[config.mk]
export PLATFORM = sky130hd
export DESIGN_NAME = ps2_receive
export DESIGN_NICKNAME = d
export VERILOG_FILES = /design/src/rtl/ps2_receive.sv
export SDC_FILE = /design/constraint.sdc
export NUM_CORES = 1
export LEC_CHECK = 0
export BUFFER_PORTS_ARGS = -buffer_cell sky130_fd_sc_hd__clkbuf_2
export CAP_MARGIN = 0
export CORE_MARGIN = 3
export CORE_UTILIZATION = 40
export DETAILED_ROUTE_END_ITERATION = 16
export MAX_ROUTING_LAYER = met4
export PLACE_DENSITY_LB_ADDON = 0.12
export SLEW_MARGIN = 20
export SYNTH_ARGS = -nofsm -noshare
export SYNTH_HDL_FRONTEND = slang
export SYNTH_SLANG_ARGS = --single-unit
export TNS_END_PERCENT = 30
[constraint.sdc]
create_clock -name qzt_clk -period 1.9 [get_ports qzt_clk]
set_input_delay 0.19 -clock qzt_clk [delete_from_list [all_inputs] [get_ports qzt_clk]]
set_output_delay 0.19 -clock qzt_clk [all_outputs]
set_load 0.02 [all_outputs]
[src/rtl/ps2_receive.sv]
// Purpose : PS/2 device-to-host receiver. It synchronises and filters PS2C/PS2D,
//           deserialises 11-bit frames, checks start/odd parity/stop and strobes each good byte.
// Latency : pin edge to internal fall takes 2 + FILTER_LEN + 1 cycles. valid/err follow the
//           stop-bit fall by 2 cycles.
// Backpressure: none on the output side; strobes are one cycle wide. busy=1 aborts any frame
//           in progress and holds the receiver idle.
// Ports   : qzt_clk, reset_n (sync, active low), PS2C/PS2D raw lines, busy (sender owns bus),
//           data/valid good byte, err/err_code frame reject (01 parity, 10 framing, 11 timeout),
//           pkt/pkt_valid 3-byte mouse packet.
// Option  : define PS2_RX_PACKET_EN to build the packet assembler. Without it pkt and
//           pkt_valid are tied to 0.
module ps2_receive #(
  parameter int FILTER_LEN  = 8,
  parameter int TIMEOUT_CYC = 100000
) (
  input  logic        qzt_clk,
  input  logic        reset_n,
  input  logic        PS2C,
  input  logic        PS2D,
  input  logic        busy,
  output logic [7:0]  data,
  output logic        valid,
  output logic        err,
  output logic [1:0]  err_code,
  output logic [23:0] pkt,
  output logic        pkt_valid
);

  localparam int TW = $clog2(TIMEOUT_CYC + 1);
  localparam logic [7:0]    FLT_LAST = 8'(FILTER_LEN - 1);
  // The compare fires one count early, so err lands TIMEOUT_CYC+1 cycles after the last fall.
  localparam logic [TW-1:0] TMO_LAST = TW'(TIMEOUT_CYC - 1);

  typedef enum logic [1:0] {IDLE, SHIFT, CHECK} state_t;

  logic          c_meta, c_sync, d_meta, d_sync;
  logic          c_filt, d_filt, c_prev, fall;
  logic [7:0]    c_cnt, d_cnt;
  state_t        state, state_nxt;
  logic [3:0]    bit_cnt;
  logic [9:0]    shreg;
  logic [TW-1:0] tmo;
  logic          start, shift_en, tmo_hit, byte_ok, frm_err, par_err;

  // Synchronisers and glitch filters. A filtered line only moves after FILTER_LEN
  // consecutive synchronised samples disagree with it.
  always_ff @(posedge qzt_clk) begin
    if (!reset_n) begin
      c_meta <= 1'b1;
      c_sync <= 1'b1;
      d_meta <= 1'b1;
      d_sync <= 1'b1;
      c_filt <= 1'b1;
      d_filt <= 1'b1;
      c_cnt  <= '0;
      d_cnt  <= '0;
      c_prev <= 1'b1;
      fall   <= 1'b0;
    end else begin
      c_meta <= PS2C;
      c_sync <= c_meta;
      d_meta <= PS2D;
      d_sync <= d_meta;

      if (c_sync != c_filt) begin
        if (c_cnt == FLT_LAST) begin
          c_filt <= c_sync;
          c_cnt  <= '0;
        end else begin
          c_cnt  <= c_cnt + 8'd1;
        end
      end else begin
        c_cnt <= '0;
      end

      if (d_sync != d_filt) begin
        if (d_cnt == FLT_LAST) begin
          d_filt <= d_sync;
          d_cnt  <= '0;
        end else begin
          d_cnt  <= d_cnt + 8'd1;
        end
      end else begin
        d_cnt <= '0;
      end

      c_prev <= c_filt;
      fall   <= c_prev & ~c_filt;
    end
  end

  // Next-state and per-cycle decisions. busy overrides every state.
  always_comb begin
    state_nxt = state;
    start     = 1'b0;
    shift_en  = 1'b0;
    tmo_hit   = 1'b0;
    byte_ok   = 1'b0;
    frm_err   = 1'b0;
    par_err   = 1'b0;
    if (busy) begin
      state_nxt = IDLE;
    end else begin
      case (state)
        IDLE: begin
          if (fall && !d_filt) begin
            state_nxt = SHIFT;
            start     = 1'b1;
          end
        end
        SHIFT: begin
          if (fall) begin
            shift_en = 1'b1;
            if (bit_cnt == 4'd10) state_nxt = CHECK;
          end else if (tmo == TMO_LAST) begin
            tmo_hit   = 1'b1;
            state_nxt = IDLE;
          end
        end
        CHECK: begin
          state_nxt = IDLE;
          if (!shreg[9])           frm_err = 1'b1;
          else if (!(^shreg[8:0])) par_err = 1'b1;
          else                     byte_ok = 1'b1;
        end
        default: state_nxt = IDLE;
      endcase
    end
  end

  always_ff @(posedge qzt_clk) begin
    if (!reset_n) begin
      state    <= IDLE;
      bit_cnt  <= '0;
      shreg    <= '0;
      tmo      <= '0;
      data     <= '0;
      valid    <= 1'b0;
      err      <= 1'b0;
      err_code <= 2'b00;
    end else begin
      state <= state_nxt;
      valid <= byte_ok;
      err   <= tmo_hit | frm_err | par_err;

      if (start) begin
        bit_cnt <= 4'd1;
        tmo     <= '0;
      end else if (shift_en) begin
        // LSB first: after ten shifts shreg holds {stop, parity, data[7:0]}.
        shreg   <= {d_filt, shreg[9:1]};
        bit_cnt <= bit_cnt + 4'd1;
        tmo     <= '0;
      end else if (state == SHIFT) begin
        tmo <= tmo + 1'b1;
      end

      if (byte_ok) data <= shreg[7:0];

      if (tmo_hit)      err_code <= 2'b11;
      else if (frm_err) err_code <= 2'b10;
      else if (par_err) err_code <= 2'b01;
    end
  end

`ifdef PS2_RX_PACKET_EN
  logic [1:0] idx;
  logic [7:0] byte0, byte1;
  logic       busy_q;

  always_ff @(posedge qzt_clk) begin
    if (!reset_n) begin
      idx       <= '0;
      byte0     <= '0;
      byte1     <= '0;
      busy_q    <= 1'b0;
      pkt       <= '0;
      pkt_valid <= 1'b0;
    end else begin
      busy_q    <= busy;
      pkt_valid <= 1'b0;
      if (tmo_hit || frm_err || par_err || (busy && !busy_q)) begin
        idx <= '0;
      end else if (byte_ok) begin
        case (idx)
          2'd0: begin
            // The first packet byte always has bit 3 set; anything else means we are out of step.
            if (shreg[3]) begin
              byte0 <= shreg[7:0];
              idx   <= 2'd1;
            end
          end
          2'd1: begin
            byte1 <= shreg[7:0];
            idx   <= 2'd2;
          end
          2'd2: begin
            pkt       <= {shreg[7:0], byte1, byte0};
            pkt_valid <= 1'b1;
            idx       <= 2'd0;
          end
          default: idx <= 2'd0;
        endcase
      end
    end
  end
`else
  assign pkt       = '0;
  assign pkt_valid = 1'b0;
`endif

endmodule

# Word-level counts from Yosys, hierarchy flattened
# Index checks and enable logic that the tools add are counted.
[word_totals]
regBits = 69
[op_classes]
reduce_logical = 15
bitwise_logic = 8
addsub = 4
eq_ne = 11
n_mux = 31
[op_table]
columns = ["operator", "count"]
rows = [
  ["two-way mux 1 bit", 23],
  ["adder 17 x 1 -> 17 bit (second input constant)", 1],
  ["equality test 17 bit (second input constant)", 1],
  ["adder 8 x 1 -> 8 bit (second input constant)", 2],
  ["equality test 8 x 3 -> 1 bit (second input constant)", 2],
  ["two-way mux 2 bit", 7],
  ["OR reduction 3 bit", 3],
  ["parity 9 bit", 1],
  ["!= test 3 bit (second input constant)", 2],
  ["AND reduction 2 bit", 3],
  ["inverter 1 bit", 5],
  ["adder 4 x 1 -> 4 bit (second input constant)", 1],
  ["equality test 4 bit (second input constant)", 1],
  ["case mux 2 bit (2 select lines)", 1],
  ["OR reduction 2 bit", 2],
  ["AND reduction 3 bit", 1],
  ["nonzero test 3 bit", 1],
  ["equality test 2 x 1 -> 1 bit (second input constant)", 1],
  ["equality test 2 bit (second input constant)", 1],
  ["logical NOT 2 bit", 1],
  ["!= test 1 bit", 2],
  ["!= test 2 bit (second input constant)", 1],
  ["OR 1 bit", 2],
  ["nonzero test 2 bit", 1],
  ["other kinds (3)", 3],
]

# Longest topological paths before layout
[depth]
ltp_word = 8
depth_mapped = 7
depth_no_buf = 6

# Worst setup path after synthesis
# No wires, ideal clock.
[synth_timing]
path_kind = "register -> register"
startpoint = "register tmo[0]"
endpoint = "register state[1]"
period_less_slack_ps = 1835
n_path_buf = 2
t_required_ps = 1781
path_slack_ps = 65
path_stages_with_launch = 8
arrival_ps = 1716
cell_sequence = "dfxtp_1 > ha_1 > and4_1 > clkbuf_1 > and4_1 > clkbuf_1 > o311a_2 > o221a_2"
[synth_via]
elab_chain_cells = 3
[synth_lines]
columns = ["item", "line", "text"]
rows = [
  ["start, declared", "42", "logic [TW-1:0] tmo;"],
  ["start signal, assigned", "155", "tmo <= tmo + 1'b1;"],
  ["equality test 17 bit", "115", "end else if (tmo == TMO_LAST) begin"],
  ["!= test 3 bit (no source line)", "-", ""],
  ["AND reduction 3 bit (no source line)", "-", ""],
  ["end signal, assigned", "142", "state <= state_nxt;"],
  ["end, declared", "39", "state_t state, state_nxt;"],
]
# Every way passes these cells.
# A chain may end at the register's enable or synchronous reset.

# Worst setup path in the final report
# Same ends and word-level chain as after synthesis.

==> impl_results.md <==
- Ant diodes: 0
- Worst hold slack: 34.8 ps
- Die area: 0.00913 sq mm
- Port bufs: 16
- Number of I/O pins: 42
- Asr flop ratio synth: 0%
- Outcome: complete, no violations
- Yosys warning total: 0
- Via count: 2320
- Sw Share: 24.8%
- Synthesized area: 0.00321 sq mm
- Max rail drop VDD: 0.327 mV
- DRC viols: 0
- Final Hold Vio Count: 0
- Worst EP arrival: 2050 ps
- Max FO, Critical Path: 7
- Crit-path cells: ha_1 -> and4_1 -> and4_2 -> o311a_2 -> o221a_2
- Rows: 32
- GRT Residual Overflow: 0
- CTS Buffer Depth: 2
- Avg Inst Size Synth: 8.81 sq um
- Clock Skew: 11.9 ps
- Max Fclk: 551 MHz
- Share of power burned in registers: 55.4%
- Clock share of power: 41.1%
- Worst Tran Pin Value: 511 ps
- Iter 0 DRT Violations: 63
- Top FF cell, synth: dfxtp_1
- Cell with the most instances after synthesis: dfxtp_1
- NetSw: 0.000649 W
- Placer Congestion: 0.802
- Post-synthesis sequential area ratio: 43.1%
- Largest net degree at the start of global routing: 22
- Fin Setup TNS: 0 ps
- CTS H-tree depth: 3
- Worst EP required: 2140 ps
- Post-synth EDFFs: 0
- Slowest stage delay, CP: 340 ps
- Initial antenna violation count: 0
- Fin crit share: 95.5%
- Vias in the first global route: 2124
- RSZ-0062 raised after global routing: false
- Hold path depth: 2
- Combinational power share: 3.5%
- CTS tree: built
- Clk sink count: 69
- All-Layer GR Usage: 14.4%
- Leakage power: 1.32 nW
- Post-synth cell types: 45
- Reg2Reg Depth: 5
- Crit-path leading delay family: compound AO/OA/AOI/OAI gates
- Die Wd: 95.6 microns
- Die span in y: 95.6 microns
- # Post-CTS Setup Buffers: 0
- Mapped Cells: 364
- Post-synthesis register bit count: 69
- Yosys top cell by area: dfxtp_1
- Crit path capture type: flop
- Final Critical Period: 1810 ps
- DR vias/cell: 4.72
- First-pass GRT wire length: 9900 microns
- HPWL Detailed: 4010 microns
- Pwr per Cell Area: 743 mW/mm^2
- Final WL: 5700 microns
- Clock transition at the registers of the reported paths: 80 ps
- # hold bufs at CTS: 0
- Startpoint Class: flop
- Slew headroom: 65.9%
- Pre-CTS setup slack: 84.1 ps
- MaxCap Viol Count: 0
- Bufs and invs on worst path: 0
- Clk Latency, worst-skew pair: 340 ps
- Layout area overhead: 9.91%
- Number of CTS-inserted buffers: 9
- Initial Utilization: 41.3%
- CP Class: flop to flop
- HP Class: input pin to flop
- Share of cells above drive strength 1: 13.6%
- CORE AREA: 0.00777 sq mm
- Top post-synthesis cells by area: dfxtp_1 (43%), nand2_1 (6.8%), buf_4 (6.1%)
- Max-slew violation count: 0
- CTS root buf: clkbuf_8
- P_int: 0.00197 W
- Worst path depth: 5
- Critical-path top delay cell: dfxtp_1
- Detail Route Antenna Nets: 0
- Commonest cells in the netlist: dfxtp_1 (69), nand2_1 (58), nor2_1 (34)
- # nets final: 395
- Number of setup violations in the final report: 0
- Area fraction of the dominant cell type after synthesis: 43.1%
- Worst setup margin: 85.2 ps
- Wire per inst: 11.6 microns
- 1st-pass router iterations: 4
## worst reg2reg max path, cell delays in order, from the launching register on
cell     delay (ps)
dfxtp_1         340
ha_1            220
and4_1          270
and4_2          290
o311a_2         340
o221a_2         240
## power groups by stage
stage	clock network (W)	logic [W]	registers, W
finish	0.00108	0.0000908	0.00145
global route	0.00118	0.000102	0.00145
CTS	0.00112	0.0000910	0.00145
detailed placement	0	0.0000908	0.00149
global placement	0	0.0000904	0.00149
floorplan	0	0.000110	0.00149
## final timing paths
path | start | to | slack [ps]
max | tmo[0] | state[1] | 90
min | PS2C | c_meta | 30
min reg2reg | d_meta | d_sync | 410
max reg2reg | tmo[0] | state[1] | 90
## layer usage
metal  track usage [%]  wire (microns)
met5                 -               0
met4              7.11             105
met3              3.31             201
met2              20.5            2450
met1              19.2            2940
## cells in the final DEF, fill, tap and decap left out, drive strengths merged, types with 6 or more instances in the layout
master and n:
a21oi 20, and3 6, buf 10, clkbuf 26
conb 25, dfxtp 69, inv 9, mux2i 14
nand2 58, nand2b 7, nand3 15, nor2 34
xnor2 11, xor2 20
## repair_timing
item                       in CTS  in global routing
gates resized for setup         0                  2
hold endpoints to repair        0                  0
setup endpoints to repair       0                  6
## logic make-up (layout without fill, tap and decap cells)
logic type | count (synthesis) | after routing | share of synthesized area [%]
and+or+nand+nor | 157 | 157 | 23.8
DFF | 69 | 69 | 43.1
buffers and inverters | 49 | 51 | 9.09
AOI/OAI and AO/OA | 35 | 35 | 6.63
xor gates and xnor gates | 34 | 34 | 10.6
muxes | 14 | 14 | 4.76
adders and majority gates | 5 | 5 | 1.95
other | 1 | 25 | 0.117
## stage by stage
stage / power [W] / cells / utilization (%) / cell area [sq um]
after floorplan: 0.00160 / 388 / - / 3300
after global placement: 0.00158 / 476 / 43.0 / 3340
after detailed placement: 0.00158 / 476 / 43.0 / 3340
after CTS: 0.00266 / 492 / 45.3 / 3520
after global routing: 0.00274 / 492 / 45.4 / 3530
final: 0.00262 / 492 / 45.4 / 3530
## state kept, by name, indices dropped and copies added, names as in the netlist
register	cells
bit_cnt	4
c_cnt	8
c_filt	1
c_meta	1
c_prev	1
c_sync	1
d_cnt	8
d_filt	1
d_meta	1
d_sync	1
data	8
err	1
err_code	2
fall	1
shreg	10
state	2
tmo	17
valid	1
## cell type report
class / instances / area, sq um
clock buffers: 10 / 138
clock inverters: 6 / 38.8
fillers: 798 / 4240
inverters: 9 / 33.8
multi-input cells: 270 / 1640
flip-flops and latches: 69 / 1380
well taps: 102 / 128
repair buffers: 26 / 168
Power figures use the tool's default switching activity.
